**src/rtl/vga_sync_gen_if.sv**
```systemverilog
// rtl/vga_sync_gen_if.sv - VGA timing outputs bundled for the pixel generator stage
interface vga_sync_gen_if;
  logic       hsync;
  logic       vsync;
  logic       video_on;
  logic       p_tick;
  logic       f_tick;
  logic [9:0] pix_x;
  logic [9:0] pix_y;

  modport master (
    output hsync, vsync, video_on, p_tick, f_tick, pix_x, pix_y
  );

  modport slave (
    input hsync, vsync, video_on, p_tick, f_tick, pix_x, pix_y
  );
endinterface

```
**src/rtl/vga_sync_gen.sv**
```systemverilog
// rtl/vga_sync_gen.sv - 640x480@60 VGA timing generator with pixel-rate divider
// Sync and blanking are registered from next-state counters so they align with pix_x/pix_y.
module vga_sync_gen #(
  parameter int CLK_DIV = 2,
  parameter int HD      = 640,
  parameter int HF      = 16,
  parameter int HR      = 96,
  parameter int HB      = 48,
  parameter int VD      = 480,
  parameter int VF      = 10,
  parameter int VR      = 2,
  parameter int VB      = 33
) (
  input  logic            CLK,
  input  logic            RESET,
  vga_sync_gen_if.master  vga
);
  localparam int H_TOTAL = HD + HF + HR + HB;
  localparam int V_TOTAL = VD + VF + VR + VB;
  localparam int DIV_W   = (CLK_DIV > 1) ? $clog2(CLK_DIV) : 1;

  logic [DIV_W-1:0] div_cnt;
  logic             tick;
  logic [9:0]       h_cnt;
  logic [9:0]       v_cnt;
  logic [9:0]       h_next;
  logic [9:0]       v_next;
  logic             h_last;
  logic             v_last;

  assign tick   = (div_cnt == DIV_W'(CLK_DIV - 1));
  assign h_last = (h_cnt == 10'(H_TOTAL - 1));
  assign v_last = (v_cnt == 10'(V_TOTAL - 1));

  always_comb begin
    h_next = h_cnt;
    v_next = v_cnt;
    if (tick) begin
      if (h_last) begin
        h_next = 10'd0;
        v_next = v_last ? 10'd0 : v_cnt + 10'd1;
      end else begin
        h_next = h_cnt + 10'd1;
      end
    end
  end

  always_ff @(posedge CLK) begin
    if (RESET) begin
      div_cnt      <= '0;
      h_cnt        <= 10'd0;
      v_cnt        <= 10'd0;
      vga.hsync    <= 1'b1;
      vga.vsync    <= 1'b1;
      vga.video_on <= 1'b0;
      vga.p_tick   <= 1'b0;
      vga.f_tick   <= 1'b0;
    end else begin
      div_cnt      <= tick ? '0 : div_cnt + DIV_W'(1);
      h_cnt        <= h_next;
      v_cnt        <= v_next;
      // Sync pulses are active low inside the retrace window.
      vga.hsync    <= !((h_next >= 10'(HD + HF)) && (h_next <= 10'(HD + HF + HR - 1)));
      vga.vsync    <= !((v_next >= 10'(VD + VF)) && (v_next <= 10'(VD + VF + VR - 1)));
      vga.video_on <= (h_next < 10'(HD)) && (v_next < 10'(VD));
      vga.p_tick   <= tick;
      vga.f_tick   <= tick && h_last && v_last;
    end
  end

  assign vga.pix_x = h_cnt;
  assign vga.pix_y = v_cnt;
endmodule

```
**src/flat_wrapper.sv**
```systemverilog
// flat-port wrapper written by rule: the top's interface ports become plain ports
module vga_sync_gen_flat 
#(
  parameter int CLK_DIV = 2,
  parameter int HD      = 640,
  parameter int HF      = 16,
  parameter int HR      = 96,
  parameter int HB      = 48,
  parameter int VD      = 480,
  parameter int VF      = 10,
  parameter int VR      = 2,
  parameter int VB      = 33
)
  (CLK, RESET, vga_hsync, vga_vsync, vga_video_on, vga_p_tick, vga_f_tick, vga_pix_x, vga_pix_y);
  vga_sync_gen_if vga_i ();
  input  logic CLK;
  input  logic RESET;
  output wire logic [$bits(vga_i.hsync)-1:0] vga_hsync;
  output wire logic [$bits(vga_i.vsync)-1:0] vga_vsync;
  output wire logic [$bits(vga_i.video_on)-1:0] vga_video_on;
  output wire logic [$bits(vga_i.p_tick)-1:0] vga_p_tick;
  output wire logic [$bits(vga_i.f_tick)-1:0] vga_f_tick;
  output wire logic [$bits(vga_i.pix_x)-1:0] vga_pix_x;
  output wire logic [$bits(vga_i.pix_y)-1:0] vga_pix_y;
  assign vga_hsync = vga_i.hsync;
  assign vga_vsync = vga_i.vsync;
  assign vga_video_on = vga_i.video_on;
  assign vga_p_tick = vga_i.p_tick;
  assign vga_f_tick = vga_i.f_tick;
  assign vga_pix_x = vga_i.pix_x;
  assign vga_pix_y = vga_i.pix_y;
  vga_sync_gen #(.CLK_DIV(CLK_DIV), .HD(HD), .HF(HF), .HR(HR), .HB(HB), .VD(VD), .VF(VF), .VR(VR), .VB(VB)) u_core (.CLK(CLK), .RESET(RESET), .vga(vga_i));
endmodule
```
**config.mk**
```make
export PLATFORM = sky130hd
export DESIGN_NAME = vga_sync_gen_flat
export DESIGN_NICKNAME = d
export VERILOG_FILES = /design/src/rtl/vga_sync_gen_if.sv /design/src/rtl/vga_sync_gen.sv /design/src/flat_wrapper.sv
export SDC_FILE = /design/constraint.sdc
export NUM_CORES = 1
export LEC_CHECK = 0
export ABC_AREA = 1
export BUFFER_PORTS_ARGS = -buffer_cell sky130_fd_sc_hd__buf_2
export CELL_PAD_IN_SITES_DETAIL_PLACEMENT = 1
export CELL_PAD_IN_SITES_GLOBAL_PLACEMENT = 1
export CORE_MARGIN = 2
export CORE_UTILIZATION = 38
export CTS_BUF_LIST = sky130_fd_sc_hd__clkbuf_8 sky130_fd_sc_hd__clkbuf_16
export DETAILED_ROUTE_END_ITERATION = 8
export PLACE_DENSITY = 0.89
export SYNTH_ARGS = -nofsm -noshare
export SYNTH_HDL_FRONTEND = slang
export SYNTH_SLANG_ARGS = --single-unit
```
**constraint.sdc**
```tcl
create_clock -name CLK -period 1.95 [get_ports CLK]
set_clock_uncertainty 0.05 [all_clocks]
set_input_delay 0.0975 -clock CLK [delete_from_list [all_inputs] [get_ports CLK]]
set_output_delay 0.0975 -clock CLK [all_outputs]
set_load 0.02 [all_outputs]
```
==> results.yml <==
synth:
  synth_area_sq_mm: 0.00146
  ys_ff_latch: 26
  yosys_most_used_dff: "sky130_fd_sc_hd__dfxtp_1"
  async_flop_share: 0
  post-synth-top-area-cell: "sky130_fd_sc_hd__dfxtp_1"
  synth_edf_count: 0
  postSynthCellCount: 227
  mean_instance_size_in_the_synthesized_netlist_sq_um: 6.42
  yosys_warnings: 0
  yosys.cell_types.count: 22
  synthMostInstantiatedCell: "sky130_fd_sc_hd__nand2_1"
  synth_commonest_cells: "sky130_fd_sc_hd__nand2_1 (65), sky130_fd_sc_hd__nor2_1 (38), sky130_fd_sc_hd__inv_1 (28)"
  seq_area_frac_synth: 0.357
  netlist_top_cells_area: "sky130_fd_sc_hd__dfxtp_1 (36%), sky130_fd_sc_hd__nand2_1 (17%), sky130_fd_sc_hd__nor2_1 (9.8%), sky130_fd_sc_hd__inv_1 (7.2%), sky130_fd_sc_hd__nand3_1 (7.2%)"
  syn_nets: 232
  synth_top_cell_area_share: 0.357
critical_path:
  crit_slowest_cell: "sky130_fd_sc_hd__dfxtp_4"
  setup.worst_path.end_class: "register"
  cp.buffers_inverters: 1
  crit_path_max_fanout: 5
  cp_slowest_stage_delay_ns: 0.39
  critical_path_required_ns: 2.07
  worst_ep_arrival_time_ns: 1.94
  crit_path_start_kind: "register"
  crit_type: "register to register"
  cp_cell_sequence: "ha_4 > nand2_1 > nor2_4 > nand3_4 > nor2_4 > buf_12 > nand3_2 > nand2_2 > nand2_1 > nor2_1 > nand3_1"
  critical_path_s_top_delay_family: "simple AND/OR/NAND/NOR gates"
placed_design:
  port_buffers: 26
  detailed_placement_wirelength_estimate_um: 3300
  place_worst_setup_slack_ns: 0.0223
  gpl_wtd_cong: 0.867
  placed_cells: 303
power:
  power_density_mw_per_mm2: 534
  power_frac_comb: 0.052
  p_sw_uw: 221
  irDropWorstVdd_uv: 312
  p_clk_frac: 0.378
  p_sw_frac: 0.231
  total_power_uw: 955
  power.leakage_nw: 0.812
  sequentialPowerShare: 0.570
  intPower_uw: 734
global_routing:
  grt_first_pass_wirelength_um: 7400
  grt_start_max_net_pins: 22
  grt_antenna_before_repair: 0
  gr-total-overflow: 0
  via_count_of_the_first_global_routing_pass: 1594
  grt.total_usage: 0.222
sta:
  number_of_hold_violations_in_the_final_report: 0
  max-slew-margin-rel: 0.731
  timing.final.crit_period_ns: 1.82
  maxClockFrequency_ghz: 0.549
  worst-slew-pin-transition_ns: 0.404
  finalCritPeriodShare: 0.935
  worst_path_setup_slack_after_routing_ns: 0.128
  setup_viol: 0
  maxSlewViolCount: 0
final_layout:
  areaGrowthSynthToFinish_pct: 22.7
  final_core_util: 0.489
  layout-drive-gt1-share: 0.224
  antenna_cells: 0
  num-nets-final: 269
  stdcell_count: 311
  fill_cells: 508
route:
  dr.pass1.iters: 4
  routed_length_on_met2_um: 2170
  highest_metal_layer_used_by_the_detailed_router: "met4"
  antenna_left: 0
  routed-wl-met3_um: 177
  drt-vias-per-instance: 5.19
  drt-total-wl_um: 4450
  drc: 0
  drt_iter0_drc: 65
  via_count: 1613
  detail_route.wirelength.met1_um: 1970
  routedWlPerCell_um: 14.3
clocking:
  ctsLongestPathBuffers: 2
  clk-insertion-delay-late_ns: 0.28
  postCtsHoldBufs: 0
  cts_num_sinks: 26
  numCtsBuffers: 3
  clkSlewWorstSetupHoldPaths_ns: 0.10
  htree_num_levels: 1
  tritoncts: "done"
  ctsRootBufferMaster: "sky130_fd_sc_hd__clkbuf_8"
outcome:
  run_status: "finished, final reports clean"
flow_run:
  max_cap_viol_count: 0
die:
  initial_utilization: 0.398
  fp.dieArea_sq_mm: 0.00435
  num_rows: 22
  fp.coreArea_sq_mm: 0.00366
  die_w_um: 65.9
  die-height_um: 65.9
  io_pins: 27
hold_path:
  holdCritPathClass: "primary input to register"
==> stage by stage <==
step / TNS (ns) / instance area (sq um) / hold WS (ns)
after floorplan: 0 / 1460 / 0.249
after global placement: 0 / 1670 / 0.433
after detailed placement: 0 / 1670 / 0.448
after CTS: 0 / 1750 / 0.177
after global routing: -0.0125 / 1790 / 0.199
final: 0 / 1790 / 0.173
==> final timing paths <==
kind	slack, ns	start	cells past startpoint	endpoint
max	0.13	u_core.vga.pix_x[1]	11	u_core.vga.vsync
min	0.17	RESET	2	u_core.vga.pix_x[4]
max reg2reg	0.13	u_core.vga.pix_x[1]	11	u_core.vga.vsync
min reg2reg	0.46	u_core.vga.pix_y[0]	2	u_core.vga.pix_y[0]
==> cell families (layout without fill, tap and decap cells) <==
kind of cell,Yosys count,in the layout,share of synthesized area
adders and majority gates,3,3,0.0258
and+or+nand+nor,154,154,0.488
buffers and inverters,32,68,0.0884
AOI/OAI and AO/OA,12,12,0.0412
DFF,26,26,0.357
==> layout by cell type (no fill, tap or decap), types with 2 or more instances in the layout <==
cell type                  instances
sky130_fd_sc_hd__nor2_4            2
sky130_fd_sc_hd__nand4_1           5
sky130_fd_sc_hd__nand2_2           4
sky130_fd_sc_hd__buf_2            26
sky130_fd_sc_hd__nor3_1            7
sky130_fd_sc_hd__nor3b_1           2
sky130_fd_sc_hd__buf_4             9
sky130_fd_sc_hd__nand3_1          21
sky130_fd_sc_hd__ha_1              2
sky130_fd_sc_hd__nor2_1           36
sky130_fd_sc_hd__o21ai_0           4
sky130_fd_sc_hd__clkbuf_8          4
sky130_fd_sc_hd__nor2_2            5
sky130_fd_sc_hd__inv_1            28
sky130_fd_sc_hd__a21oi_1           8
sky130_fd_sc_hd__nand2_1          65
sky130_fd_sc_hd__dfxtp_1          24
sky130_fd_sc_hd__nand3_2           3
==> area by class of cell <==
cell class,instances,area (sq um),area share
Multi-Input combinational cell,169,826,0.462
Sequential cell,26,526,0.294
Timing Repair Buffer,36,218,0.122
Inverter,28,105,0.0587
Tap cell,48,60.1,0.0336
Clock buffer,4,55.1,0.0308
==> metal layers <==
layer  vias to the layer above  GRT usage
met2                        35      0.396
met4                         0     0.0893
met3                        13     0.0290
met1                       779      0.266
li1                        786          -
met5                         -          0
==> worst register-to-register path, delay by kind of cell (launching register included) <==
kind | cells | cell delay, ns
flip-flops | 1 | 0.39
adder cells (fa/ha/maj) | 1 | 0.15
buffers and inverters | 1 | 0.14
AND/OR/NAND/NOR | 9 | 0.99
==> state kept, by name (all words and copies together), names as in the netlist <==
signal               cells
u_core.vga.video_on      1
u_core.vga.hsync         1
u_core.vga.pix_x        10
u_core.vga.p_tick        1
u_core.div_cnt           1
u_core.vga.vsync         1
u_core.vga.pix_y        10
u_core.vga.f_tick        1
==> what timing repair did <==
| action | 4_1_cts | 5_1_grt |
|---|---|---|
| pin swaps | 1 | 3 |
| endpoints found under the setup margin | 1 | 3 |
| hold endpoints to repair | 0 | 0 |
| resized for setup | 0 | 7 |
| setup buffers | 2 | 2 |
==> power groups by stage <==
stage / combinational, mW / clock, mW / sequential [mW]
after floorplan: 0.0223 / 0 / 0.561
after global placement: 0.0467 / 0 / 0.555
after detailed placement: 0.0477 / 0 / 0.556
after CTS: 0.0474 / 0.369 / 0.543
after global routing: 0.0553 / 0.389 / 0.545
final: 0.0493 / 0.361 / 0.544
No activity file was read; power rests on OpenSTA's default activity.
